[config.mk]
export PLATFORM = sky130hd
export DESIGN_NAME = afe_spi_arbiter
export DESIGN_NICKNAME = d
export VERILOG_FILES = /design/src/rtl/afe_spi_pkg.sv /design/src/rtl/afe_spi_shifter.sv /design/src/rtl/afe_spi_arbiter.sv
export SDC_FILE = /design/constraint.sdc
export NUM_CORES = 1
export LEC_CHECK = 0
export ABC_CLOCK_PERIOD_IN_PS = 2670
export BUFFER_PORTS_ARGS = -buffer_cell sky130_fd_sc_hd__buf_2
export CAP_MARGIN = 10
export CORE_MARGIN = 5
export CORE_UTILIZATION = 51
export CTS_CLUSTER_DIAMETER = 60
export DETAILED_ROUTE_END_ITERATION = 6
export PLACE_DENSITY = 0.8
export SLEW_MARGIN = 10
export SYNTH_ARGS = -nofsm -noshare
export SYNTH_HDL_FRONTEND = slang
export SYNTH_SLANG_ARGS = --single-unit
export TNS_END_PERCENT = 30
[constraint.sdc]
create_clock -name sys_clk -period 2.67 [get_ports sys_clk]
set_clock_uncertainty 0.1 [all_clocks]
set_input_delay 0.534 -clock sys_clk [delete_from_list [all_inputs] [get_ports sys_clk]]
set_output_delay 0.534 -clock sys_clk [all_outputs]
set_load 0.005 [all_outputs]
[src/rtl/afe_spi_pkg.sv]
// Shared definitions for the AFE SPI arbiter: FSM states, requester ids,
// default link geometry and a counter-width helper.
// Optional feature macro used by the design: AFE_SPI_READBACK_EN (MISO capture).
package afe_spi_pkg;

    // Default link geometry
    localparam int DEF_DATA_W    = 24;
    localparam int DEF_CLK_DIV   = 4;
    localparam int DEF_LATCH_CYC = 2;

    // Requester identifiers, also the value reported on rsp_id
    localparam logic REQ_HOST = 1'b0;
    localparam logic REQ_LOC  = 1'b1;

    // Transfer sequencing states
    typedef enum logic [2:0] {
        ST_IDLE  = 3'd0,
        ST_SETUP = 3'd1,
        ST_SHIFT = 3'd2,
        ST_LATCH = 3'd3,
        ST_DONE  = 3'd4
    } state_t;

    // Bits needed for a counter running 0..n-1 (never less than one bit)
    function automatic int cnt_width(input int n);
        int w;
        if (n > 1) begin
            w = $clog2(n);
        end else begin
            w = 1;
        end
        return w;
    endfunction

endpackage

[src/rtl/afe_spi_shifter.sv]
// SPI word engine: clock divider, half-period counter and the MOSI/MISO shift
// registers. A load pulse parks the word so its MSB is on MOSI before the
// first clock; a start pulse runs 2*DATA_W half-periods beginning with a
// rising spi_clk. MISO is captured on every rising edge, MOSI advances on every
// falling edge. 'last' flags the final cycle of the shift phase.
// Optional feature macro: AFE_SPI_READBACK_EN. When undefined there is no MISO
// capture logic and rx_data is constant zero.
module afe_spi_shifter
    import afe_spi_pkg::*;
#(
    parameter int DATA_W  = DEF_DATA_W,
    parameter int CLK_DIV = DEF_CLK_DIV
) (
    input  logic              clk,
    input  logic              rst_n,
    input  logic              load,
    input  logic [DATA_W-1:0] load_data,
    input  logic              start,
    output logic              last,
    output logic              spi_clk,
    output logic              mosi,
    input  logic              miso,
    output logic [DATA_W-1:0] rx_data
);

    localparam int DIV_W  = cnt_width(CLK_DIV);
    localparam int HALF_W = cnt_width(2 * DATA_W);
    localparam logic [DIV_W-1:0]  DIV_LAST  = DIV_W'(CLK_DIV - 1);
    localparam logic [HALF_W-1:0] HALF_LAST = HALF_W'(2 * DATA_W - 1);

    logic              active_r;
    logic [DIV_W-1:0]  div_r;
    logic [HALF_W-1:0] half_r;
    logic              clk_r;
    logic [DATA_W-1:0] tx_r;
    logic              edge_s;
    logic              rise_s;
    logic              fall_s;

    // Decode the end of a half-period: either an spi_clk toggle or end of word
    always_comb begin
        edge_s = 1'b0;
        last   = 1'b0;
        if (active_r && (div_r == DIV_LAST)) begin
            if (half_r == HALF_LAST) begin
                last   = 1'b1;
                edge_s = 1'b0;
            end else begin
                last   = 1'b0;
                edge_s = 1'b1;
            end
        end else begin
            last   = 1'b0;
            edge_s = 1'b0;
        end
    end

    assign rise_s  = edge_s && !clk_r;
    assign fall_s  = edge_s && clk_r;
    assign spi_clk = clk_r;
    assign mosi    = tx_r[DATA_W-1];

    // Divider, half-period counter and the registered spi_clk level
    always_ff @(posedge clk or negedge rst_n) begin
        if (!rst_n) begin
            active_r <= 1'b0;
            div_r    <= '0;
            half_r   <= '0;
            clk_r    <= 1'b0;
        end else if (start) begin
            active_r <= 1'b1;
            div_r    <= '0;
            half_r   <= '0;
            clk_r    <= 1'b1;
        end else if (active_r) begin
            if (div_r == DIV_LAST) begin
                div_r <= '0;
                if (half_r == HALF_LAST) begin
                    active_r <= 1'b0;
                    clk_r    <= 1'b0;
                end else begin
                    half_r <= half_r + 1'b1;
                    clk_r  <= ~clk_r;
                end
            end else begin
                div_r <= div_r + 1'b1;
            end
        end
    end

    // MOSI shift register: loaded on accept, zero-filled on each falling edge
    always_ff @(posedge clk or negedge rst_n) begin
        if (!rst_n) begin
            tx_r <= '0;
        end else if (load) begin
            tx_r <= load_data;
        end else if (fall_s) begin
            tx_r <= {tx_r[DATA_W-2:0], 1'b0};
        end
    end

`ifdef AFE_SPI_READBACK_EN
    logic [DATA_W-1:0] rx_r;

    // MISO capture on the start edge and every later rising spi_clk edge
    always_ff @(posedge clk or negedge rst_n) begin
        if (!rst_n) begin
            rx_r <= '0;
        end else if (start || rise_s) begin
            rx_r <= {rx_r[DATA_W-2:0], miso};
        end
    end

    assign rx_data = rx_r;
`else
    logic unused_rx_s;

    assign unused_rx_s = miso ^ rise_s;
    assign rx_data     = '0;
`endif

endmodule

[src/rtl/afe_spi_arbiter.sv]
// Round-robin owner of the single SPI AFE link. Host and local requesters
// compete in IDLE; the winner's word is sent MSB-first, latched with a spi_sel
// pulse and answered with one rsp_valid pulse. Sequence per command:
// IDLE -> SETUP -> SHIFT -> LATCH -> DONE -> IDLE.
// Optional feature macro: AFE_SPI_READBACK_EN (MISO readback into rsp_data,
// otherwise rsp_data stays zero; timing is identical either way).
module afe_spi_arbiter
    import afe_spi_pkg::*;
#(
    parameter int DATA_W    = DEF_DATA_W,
    parameter int CLK_DIV   = DEF_CLK_DIV,
    parameter int LATCH_CYC = DEF_LATCH_CYC
) (
    input  logic              sys_clk,
    input  logic              sys_rst_n,
    input  logic              host_req_valid,
    output logic              host_req_ready,
    input  logic [DATA_W-1:0] host_req_data,
    input  logic [1:0]        host_req_sel,
    input  logic              loc_req_valid,
    output logic              loc_req_ready,
    input  logic [DATA_W-1:0] loc_req_data,
    input  logic [1:0]        loc_req_sel,
    output logic              rsp_valid,
    output logic              rsp_id,
    output logic [DATA_W-1:0] rsp_data,
    output logic              busy,
    output logic              spi_clk_o,
    output logic              spi_mosi_o,
    input  logic              spi_miso_i,
    output logic              spi_sel,
    output logic              sel0,
    output logic              sel1
);

    localparam int CNT_MAX = (CLK_DIV > LATCH_CYC) ? CLK_DIV : LATCH_CYC;
    localparam int CNT_W   = cnt_width(CNT_MAX);
    localparam logic [CNT_W-1:0] SETUP_LAST = CNT_W'(CLK_DIV - 1);
    localparam logic [CNT_W-1:0] LATCH_LAST = CNT_W'(LATCH_CYC - 1);

    state_t            state_r;
    logic              en_r;
    logic              last_id_r;
    logic              id_r;
    logic [CNT_W-1:0]  cnt_r;
    logic              sel0_r;
    logic              sel1_r;
    logic              spi_sel_r;
    logic              rsp_valid_r;
    logic              rsp_id_r;
    logic [DATA_W-1:0] rsp_data_r;
    logic              busy_r;

    logic              host_ready_s;
    logic              loc_ready_s;
    logic              accept_s;
    logic              grant_id_s;
    logic [DATA_W-1:0] grant_data_s;
    logic [1:0]        grant_sel_s;
    logic              start_s;
    logic              shift_last_s;
    logic [DATA_W-1:0] rx_data_s;

    // Round-robin grant: only in IDLE, and not in the first cycle out of reset
    // so that ready is guaranteed low while the reset is still applied
    always_comb begin
        host_ready_s = 1'b0;
        loc_ready_s  = 1'b0;
        if ((state_r == ST_IDLE) && en_r) begin
            if (host_req_valid && loc_req_valid) begin
                if (last_id_r == REQ_HOST) begin
                    loc_ready_s = 1'b1;
                end else begin
                    host_ready_s = 1'b1;
                end
            end else begin
                host_ready_s = host_req_valid;
                loc_ready_s  = loc_req_valid;
            end
        end else begin
            host_ready_s = 1'b0;
            loc_ready_s  = 1'b0;
        end
    end

    // Mux the granted requester's command fields
    always_comb begin
        grant_id_s   = REQ_HOST;
        grant_data_s = host_req_data;
        grant_sel_s  = host_req_sel;
        if (loc_ready_s) begin
            grant_id_s   = REQ_LOC;
            grant_data_s = loc_req_data;
            grant_sel_s  = loc_req_sel;
        end else begin
            grant_id_s   = REQ_HOST;
            grant_data_s = host_req_data;
            grant_sel_s  = host_req_sel;
        end
    end

    assign accept_s = host_ready_s || loc_ready_s;
    assign start_s  = (state_r == ST_SETUP) && (cnt_r == SETUP_LAST);

    afe_spi_shifter #(
        .DATA_W  (DATA_W),
        .CLK_DIV (CLK_DIV)
    ) u_shifter (
        .clk       (sys_clk),
        .rst_n     (sys_rst_n),
        .load      (accept_s),
        .load_data (grant_data_s),
        .start     (start_s),
        .last      (shift_last_s),
        .spi_clk   (spi_clk_o),
        .mosi      (spi_mosi_o),
        .miso      (spi_miso_i),
        .rx_data   (rx_data_s)
    );

    // Transfer FSM with registered select, latch strobe and response outputs
    always_ff @(posedge sys_clk or negedge sys_rst_n) begin
        if (!sys_rst_n) begin
            state_r     <= ST_IDLE;
            en_r        <= 1'b0;
            last_id_r   <= REQ_LOC;
            id_r        <= REQ_HOST;
            cnt_r       <= '0;
            sel0_r      <= 1'b0;
            sel1_r      <= 1'b0;
            spi_sel_r   <= 1'b0;
            rsp_valid_r <= 1'b0;
            rsp_id_r    <= 1'b0;
            rsp_data_r  <= '0;
            busy_r      <= 1'b0;
        end else begin
            en_r <= 1'b1;
            case (state_r)
                ST_IDLE: begin
                    if (accept_s) begin
                        state_r   <= ST_SETUP;
                        cnt_r     <= '0;
                        id_r      <= grant_id_s;
                        last_id_r <= grant_id_s;
                        sel0_r    <= grant_sel_s[0];
                        sel1_r    <= grant_sel_s[1];
                        busy_r    <= 1'b1;
                    end
                end
                ST_SETUP: begin
                    if (cnt_r == SETUP_LAST) begin
                        state_r <= ST_SHIFT;
                        cnt_r   <= '0;
                    end else begin
                        cnt_r <= cnt_r + 1'b1;
                    end
                end
                ST_SHIFT: begin
                    if (shift_last_s) begin
                        state_r   <= ST_LATCH;
                        spi_sel_r <= 1'b1;
                        cnt_r     <= '0;
                    end
                end
                ST_LATCH: begin
                    if (cnt_r == LATCH_LAST) begin
                        state_r     <= ST_DONE;
                        spi_sel_r   <= 1'b0;
                        sel0_r      <= 1'b0;
                        sel1_r      <= 1'b0;
                        rsp_valid_r <= 1'b1;
                        rsp_id_r    <= id_r;
                        rsp_data_r  <= rx_data_s;
                    end else begin
                        cnt_r <= cnt_r + 1'b1;
                    end
                end
                ST_DONE: begin
                    state_r     <= ST_IDLE;
                    rsp_valid_r <= 1'b0;
                    busy_r      <= 1'b0;
                end
                default: begin
                    state_r     <= ST_IDLE;
                    cnt_r       <= '0;
                    sel0_r      <= 1'b0;
                    sel1_r      <= 1'b0;
                    spi_sel_r   <= 1'b0;
                    rsp_valid_r <= 1'b0;
                    busy_r      <= 1'b0;
                end
            endcase
        end
    end

    assign host_req_ready = host_ready_s;
    assign loc_req_ready  = loc_ready_s;
    assign rsp_valid      = rsp_valid_r;
    assign rsp_id         = rsp_id_r;
    assign rsp_data       = rsp_data_r;
    assign busy           = busy_r || accept_s;
    assign spi_sel        = spi_sel_r;
    assign sel0           = sel0_r;
    assign sel1           = sel1_r;

endmodule
Word-level counts from Yosys, hierarchy flattened

Index checks and enable logic that the tools add are counted.

Word-level logic and storage cells: 114
Input bits: 57
Output and inout port bits: 34
Flip-flop bits (word level): 48

Bitwise gates (word level): 6
$add $sub $neg: 3
Equality and inequality tests: 14
Reductions and logical operators: 25
Muxes and demuxes: 50

Operators by type and width:

| cell                                                            | number |
|---|---|
| 24-bit 2-to-1 mux                                               | 3 |
| 1-bit 2-to-1 mux                                                | 24 |
| 6-bit 2-to-1 mux                                                | 4 |
| 2-bit 2-to-1 mux                                                | 8 |
| 3-bit 2-to-1 mux                                                | 4 |
| 3-bit case mux with 4 select lines                              | 1 |
| 3-bit OR reduction                                              | 4 |
| 2-bit inequality test, second input constant                    | 5 |
| 2-bit case mux with 5 select lines                              | 1 |
| 2-bit AND reduction                                             | 5 |
| 1-bit case mux with 3 select lines                              | 3 |
| 3-bit AND reduction                                             | 3 |
| 4-bit AND reduction                                             | 2 |
| 6-bit by 1-bit adder with 6-bit output, second input constant   | 1 |
| 3-bit by 2-bit == test with 1-bit output, second input constant | 2 |
| 6-bit == test, second input constant                            | 1 |
| 1-bit NOT                                                       | 6 |
| 2-bit nonzero test                                              | 3 |
| 1-bit logical AND                                               | 5 |
| 2-bit by 1-bit adder with 2-bit output, second input constant   | 2 |
| 2-bit == test, second input constant                            | 2 |
| 1-bit case mux with 2 select lines                              | 2 |
| 3-bit by 1-bit == test with 1-bit output, second input constant | 1 |
| 3-bit == test, second input constant                            | 1 |
| 4 further kinds                                                 | 5 |

Longest topological paths before layout

Gate-level depths: netlist of the first run.

Depth after elaboration: 6
Mapped depth: 6
Gate-level depth less buffers: 6

Cells and area by module

A second synthesis of the first run with hierarchy kept.

Cell total of the unflattened synthesis: 335
Area, all modules: 4072.7 um^2

Modules (own cells, without submodules):

| module          | times used | area each (um^2) | cells each | seq. area each (um^2) |
|---|---|---|---|---|
| afe_spi_shifter | 1          | 2092.0           | 185        | 850.8 |
| afe_spi_arbiter | 1          | 1980.6           | 150        | 952.2 |

Worst setup path before layout of the first run

Ideal clock, no wire load.

Kind: input port to output port
Start: in host_req_valid
End: out loc_req_ready
Setup slack: 0.571 ns
Arrival: 1.465 ns
Required time: 2.036 ns
Stages on the path: 4
Buffers on the path: 1
Cells stage by stage: clkbuf_1 -> a21boi_1 -> nand2_1 -> inv_2

Word-level cells in the longest chain between the ends: 3

RTL lines:

| element            | RTL line              | source |
|---|---|---|
| start: declaration | afe_spi_arbiter.sv:16 | `input logic host_req_valid,` |
| 1-bit logical AND  | afe_spi_arbiter.sv:70 | `if (host_req_valid && loc_req_valid) begin` |
| 1-bit 2-to-1 mux   | afe_spi_arbiter.sv:70 |  |
| 1-bit 2-to-1 mux   | afe_spi_arbiter.sv:69 | `if ((state_r == ST_IDLE) && en_r) begin` |
| end: declaration   | afe_spi_arbiter.sv:21 | `output logic loc_req_ready,` |

Every way passes these cells.

Final worst setup path of the first run

Start: reg state_r[1]
End: out loc_req_ready

Word-level cells in the longest chain between the ends: 3

RTL lines:

| element                  | RTL line               | source |
|---|---|---|
| start: declaration       | afe_spi_arbiter.sv:41  | `state_t state_r;` |
| start signal: assignment | afe_spi_arbiter.sv:124 | `state_r <= ST_IDLE;` |
| start signal: assignment | afe_spi_arbiter.sv:141 | `state_r <= ST_SETUP;` |
| start signal: assignment | afe_spi_arbiter.sv:152 | `state_r <= ST_SHIFT;` |
| 3-bit logical NOT        | afe_spi_arbiter.sv:69  |  |
| 1-bit logical AND        | afe_spi_arbiter.sv:69  |  |
| 1-bit 2-to-1 mux         | afe_spi_arbiter.sv:69  |  |

Every way passes these cells.

==> run_results.csv, run 1 <==
group,metric,value,unit
grt,globalRouteMet1Util,22.27,%
yosys,synth_xor_area_share,1.235,%
yosys,yosysTopAreaCell,"dfrtp_1",
grt,use_met2,29.25,%
route,drt_pre_antenna_iters,4,
worst_setup_path,critPathSlowestCell,"dfrtp_1",
worst_setup_path,reg2regPathDepth,5,
route,viasPerCell,5.479,
yosys,synth_cells,262,
worst_setup_path,worstSetupStartpoint,"state_r[1]",
floorplanning,core_area,0.005473,mm^2
worst_setup_path,timing.rr.end,"u_shifter.tx_r[3]",
worst_setup_path,cp.arrival,1.79,ns
yosys,synth_top_family_by_area,"compound AO/OA/AOI/OAI gates",
clock_network,clk_path_buf_depth,2,
finish,final_util,59.60,%
worst_setup_path,required,2.04,ns
worst_setup_path,cp-start-kind,"register",
timing,setup_ws,0.2477,ns
clock_network,cts_sinks,48,
floorplanning,initial_core_util,51.85,%
timing,final_hold_viol_count,0,
worst_setup_path,critPathCapture,"loc_req_ready",
timing,setup_viol,0,
finish,diodes,0,
worst_hold_path,hp-class,"input port to asynchronous set/reset pin",
yosys,synthAdderAreaFrac,1.764,%
run_status,outcome,"completed",
clock_network,cts_resized,0,
job,drv_cap,0,
finish,multi_input_area,0.001430,mm^2
finish,fill_cells,476,
place,gp_congestion,0.7737,
finish,drive_above_1_share,29.97,%
worst_setup_path,cp-end-kind,"output port",
finish,nets,387,
clock_network,cts-root-buf,"clkbuf_8",
timing,maxSlewHeadroom,36.16,%
clock_network,clkLatencyLatePin,0.29,ns
finish,areaGrowthSynthToFinish,14.95,%
yosys,ys_seq_elements,48,
yosys,synth-edff-count,0,
route,drt_iter0_drc,65,
yosys,synth_simple_gate_area_share,9.215,%
floorplanning,die_h,84.60,um
floorplanning,fp.dieArea,0.007156,mm^2
yosys,synthArstFlopShare,100.0,%
grt,grt_pass1_wl,10.12,mm
route,routedWlPerCell,15.46,um
clock_network,cts_made_buffers,5,
worst_setup_path,reg2reg_setup_slack,0.54,ns
route,drc,0,
worst_setup_path,cp_slowest_stage_delay,0.40,ns
grt,grt_use_met3,5.201,%
power_and_ir_drop,leakage,1.591,nW
floorplanning,io-pin-count,91,
timing,timing.final.crit_share,90.72,%
yosys,muxShareOfSynthArea,13.18,%
place,place_ws,0.4911,ns
worst_setup_path,crit_chain,"buf_4 -> nor4b_4 -> nand2_1 -> inv_2 -> buf_2",
worst_setup_path,r2r_start,"state_r[1]",
place,place_hpwl,4.581,mm
yosys,synthTopCellsByArea,"dfrtp_1 (41%), mux2_1 (7.1%), buf_4 (6.3%)",
finish,postLayoutCellArea,0.003262,mm^2
place,place_area,0.003154,mm^2
floorplanning,die_w,84.60,um
yosys,yosysUniqueCellTypes,49,
timing,max_freq,0.4128,GHz
worst_setup_path,cp_max_fo,11,
clock_network,htreeDepth,2,
yosys,ys.flop_type,"dfrtp_1",
timing,fin_setup_tns,0,ns
yosys,syn_area_per_cell,10.83,um^2
yosys,synth_compound_area_share,21.69,%
grt,busiest_layer,"met2",
power_and_ir_drop,power,1.415,mW
clock_network,cts_hold_buf,0,
clock_network,path_clk_slew,0.09,ns
yosys,yosysTopAreaCellShare,41.45,%
route,vias,2186,
finish,ff_latch_area,0.001202,mm^2
power_and_ir_drop,p_per_area,433.8,mW/mm^2
yosys,syn_area,0.002838,mm^2
grt,grt_pass1_vias,2101,
clock_network,cts_tree,"done",
grt,grt_usage,17.26,%
grt,gr-total-overflow,0,
place,port_buffers,65,
route,ant_nets,0,
worst_setup_path,path_class,"register to output port",
timing,grt_setup_unrepaired,"no",
floorplanning,num_rows,27,
timing,period_minus_slack,2.422,ns
grt,antenna_found_initial,0,
yosys,yosys_warnings,0,
timing,finalMaxSlewViolations,0,
route,routed_wl,6.169,mm
timing,tightest_slew,0.9557,ns
clock_network,postCtsSetupBuffers,0,
grt,grt_max_degree,49,
power_and_ir_drop,ir_drop,0.3257,mV
yosys,yosysSeqAreaShare,42.37,%
critical path: cells and delay by family, from the launching register on:
family | cells | cell delay, ns
AND/OR/NAND/NOR | 2 | 0.71
flip-flops | 1 | 0.40
buffers and inverters | 3 | 0.38
synthesized netlist by cell type (2+ instances only):
cell       instances
a211oi_1           2
a21o_1             2
a21oi_1            4
a2bb2oi_1         14
a31oi_1            3
a32oi_1            9
buf_2              2
buf_4             24
buf_6              3
clkbuf_1          10
conb_1             2
dfrtp_1           47
ha_1               4
inv_1              4
inv_2              3
mux2_1            18
mux2_4             6
mux2i_1            7
nand2_1           15
nand2b_1           3
nand3_1            4
nor2_1            15
nor2b_1            2
o21ai_0            3
o21ai_1            7
o2bb2ai_1         10
o32ai_1           14
xnor2_1            4
how the worst min path moves through the flow:
stage / startpoint / end / slack [ns] / depth (start not counted)
after floorplan: sys_rst_n / busy_r / 0.14 / 0
after global placement: rsp_id / rsp_id / 0.36 / 2
after detailed placement: rsp_id / rsp_id / 0.36 / 2
after CTS: sys_rst_n / cnt_r[0] / 0.24 / 2
after global routing: sys_rst_n / cnt_r[0] / 0.29 / 2
final: sys_rst_n / u_shifter.half_r[5] / 0.22 / 2
kinds of logic after synthesis:
kind of cell             Yosys count
AO/OA/AOI/OAI                     77
XOR/XNOR                           4
other                              2
adder cells (fa/ha/maj)            4
buffers and inverters             47
AND/OR/NAND/NOR                   48
multiplexers                      32
flip-flops                        48
power breakdown:
| group | total, mW | switching (mW) | internal (mW) |
|---|---|---|---|
| clock network | 0.510 | 0.232 | 0.278 |
| registers | 0.756 | 0.0101 | 0.746 |
| logic | 0.148 | 0.0738 | 0.0745 |
metrics by stage:
step	hold slack, ns	std cells
2_1_floorplan	0.1384	285
3_3_place_gp	0.3612	391
3_5_place_dp	0.3610	391
4_1_cts	0.2386	399
5_1_grt	0.2859	399
6_report	0.2194	399
cells in the final DEF, fill, tap and decap left out, types with 8 or more instances in the layout:
cell / Yosys / final
a2bb2oi_1: 14 / 14
mux2_1: 18 / 18
buf_4: 24 / 8
o2bb2ai_1: 10 / 10
o32ai_1: 14 / 14
nand2_1: 15 / 15
conb_1: 2 / 25
nor2_1: 15 / 15
buf_2: 2 / 65
dfrtp_1: 47 / 47
a32oi_1: 9 / 9
metal layers:
metal / vias to the layer above / part of all wire (%)
li1: 1064 / -
met1: 1049 / 43
met2: 69 / 48
met3: 4 / 8.5
met4: 0 / 0.44
met5: - / 0
cell type report:
cell class,count,share of cell area (%)
Tap cell,72,2.762
Multi-Input combinational cell,190,43.84
Sequential cell,48,36.86
Inverter,7,0.8055
Clock inverter,2,1.074
Clock buffer,6,2.225
Timing Repair Buffer,74,12.43
flip-flops by register name, summed over array words and instances (netlist names):
name                flops
u_shifter.spi_clk       1
spi_sel                 1
sel1                    1
sel0                    1
state_r                 3
busy_r                  1
u_shifter.div_r         2
u_shifter.active_r      1
last_id_r               1
rsp_id                  1
u_shifter.half_r        6
cnt_r                   2
id_r                    1
rsp_valid               1
u_shifter.tx_r         24
en_r                    1
(Power assumes the default switching activity.)
==> inputs of run 2 (changes only) <==
- SETUP_SLACK_MARGIN: not set -> 0.5
==> run 2 against run 1 <==
Die area stayed put. Global-route usage is 0.14 points higher. First-iteration DRC count is 3.1% lower. Sequential cell count stayed put. Final cell count is 2.3% higher. Routed wire length is 1.9% higher. Maximum frequency is 11% higher. Power hardly changed. Register-to-register slack better by 0.05 ns. Critical path depth stayed put. Critical endpoint is now host_req_ready.
==> run_results.csv, run 2 (synthesized netlist as in run 1, its figures left out) <==
group,metric,value,unit
run_status,outcome,"completed",
grt,grt_pass1_wl,10.21,mm
clock_network,cts_made_buffers,5,
timing,finalMaxSlewViolations,0,
worst_setup_path,cp.arrival,1.55,ns
clock_network,path_clk_slew,0.09,ns
grt,antenna_found_initial,0,
floorplanning,fp.dieArea,0.007156,mm^2
place,place_ws,0.4911,ns
finish,areaGrowthSynthToFinish,19.09,%
route,routedWlPerCell,15.40,um
timing,final_hold_viol_count,0,
power_and_ir_drop,p_per_area,419.0,mW/mm^2
worst_setup_path,path_class,"register to output port",
finish,drive_above_1_share,33.04,%
grt,grt_max_degree,49,
floorplanning,num_rows,27,
worst_setup_path,r2r_start,"state_r[1]",
clock_network,clkLatencyLatePin,0.29,ns
route,routed_wl,6.284,mm
clock_network,htreeDepth,2,
power_and_ir_drop,leakage,1.644,nW
clock_network,clk_path_buf_depth,2,
floorplanning,die_w,84.60,um
grt,grt_pass1_vias,2125,
route,vias,2216,
finish,nets,396,
worst_setup_path,required,2.04,ns
worst_hold_path,hp-class,"input port to asynchronous set/reset pin",
timing,tightest_slew,0.9889,ns
power_and_ir_drop,ir_drop,0.3256,mV
route,drc,0,
floorplanning,die_h,84.60,um
floorplanning,io-pin-count,91,
timing,grt_setup_unrepaired,"yes",
clock_network,cts-root-buf,"clkbuf_8",
timing,timing.final.crit_share,81.65,%
timing,fin_setup_tns,0,ns
place,place_area,0.003154,mm^2
finish,fill_cells,448,
finish,ff_latch_area,0.001202,mm^2
clock_network,cts_sinks,48,
timing,maxSlewHeadroom,33.94,%
finish,top_register,"u_shifter.tx_r",
floorplanning,core_area,0.005473,mm^2
timing,max_freq,0.4587,GHz
floorplanning,initial_core_util,51.85,%
job,drv_cap,0,
worst_setup_path,worstSetupStartpoint,"state_r[1]",
worst_setup_path,cp-end-kind,"output port",
finish,final_cell_mix,"buf_2 (63), dfrtp_1 (47), conb_1 (25), mux2_1 (18), nor2_1 (15)",
finish,multi_input_area,0.001444,mm^2
finish,postLayoutCellArea,0.003379,mm^2
route,viasPerCell,5.431,
grt,grt_usage,17.41,%
worst_setup_path,cp_max_fo,4,
timing,setup_viol,0,
route,drt_pre_antenna_iters,4,
route,drt_iter0_drc,63,
finish,diodes,0,
finish,reg.largest.list,"u_shifter.tx_r: 24 flops, u_shifter.half_r: 6 flops, state_r: 3 flops",
place,gp_congestion,0.7737,
finish,largest_register_ff_count,24,
grt,gr-total-overflow,0,
timing,setup_ws,0.4900,ns
clock_network,cts_tree,"done",
finish,final_common_cell,"buf_2",
route,ant_nets,0,
worst_setup_path,cp-start-kind,"register",
place,place_hpwl,4.581,mm
place,port_buffers,65,
timing,period_minus_slack,2.180,ns
run 2: cell count changes in the layout (fill, tap and decap cells not counted):
cell,delta
nand2_1,-1
nand3_2,+1
nand2_2,+1
o21ai_1,-1
nand3_1,-1
buf_6,+5
nand2b_2,+1
o21ai_2,+1
nand2b_1,-1
buf_2,-2
buf_4,+5
buf_12,+1
run 2: per-stage QoR:
step	util [%]	power, mW	hold slack, ns	std cells
after CTS	59.92	1.429	0.2386	401
final	61.75	1.416	0.2280	408
after global routing	61.75	1.473	0.2854	408
after global placement	57.64	0.9153	0.3612	391
after detailed placement	57.64	0.9193	0.3610	391
after floorplan	-	0.8721	0.1384	285
run 2: critical path, cell delays in order, from the launching register on:
cell and delay, ns:
dfrtp_1 0.41, buf_6 0.13, nor4b_4 0.39, nand3_2 0.16
inv_2 0.08, buf_6 0.09
run 2: what timing repair did:
action                                  4_1_cts  5_1_grt
buffers inserted                              2        7
pin swaps                                     2        5
gates resized for setup                       1        8
hold buffers                                  0        0
endpoints found under the setup margin        3       19
run 2: metal layers:
metal  GRT usage [%]  wire length [um]  vias up
met5               0                 0        -
met4           3.022                42        0
met3           5.299               507        6
met2           29.32              3025       71
met1           22.39              2708     1062
li1                -                 -     1077
run 2: layout make-up:
cell class | instances | area share (%)
inverters | 7 | 0.7775
multi-input cells | 190 | 42.72
repair buffers | 83 | 15.07
clock inverters | 2 | 1.037
well taps | 72 | 2.666
clock buffers | 6 | 2.147
flip-flops and latches | 48 | 35.58
run 2: power by group:
group / internal (mW) / switching [mW]
clock: 0.278 / 0.231
combinational: 0.0747 / 0.0753
sequential: 0.746 / 0.0102
total: 1.10 / 0.317
run 2: final timing paths:
check | cells after the start | slack, ns | to
min reg2reg | 2 | 0.38 | rsp_id
min | 2 | 0.23 | cnt_r[0]
max | 5 | 0.49 | host_req_ready
max reg2reg | 8 | 0.59 | u_shifter.tx_r[20]
min in group sys_clk | 2 | 0.38 | rsp_id
max in group asynchronous | 2 | 1.85 | u_shifter.tx_r[6]
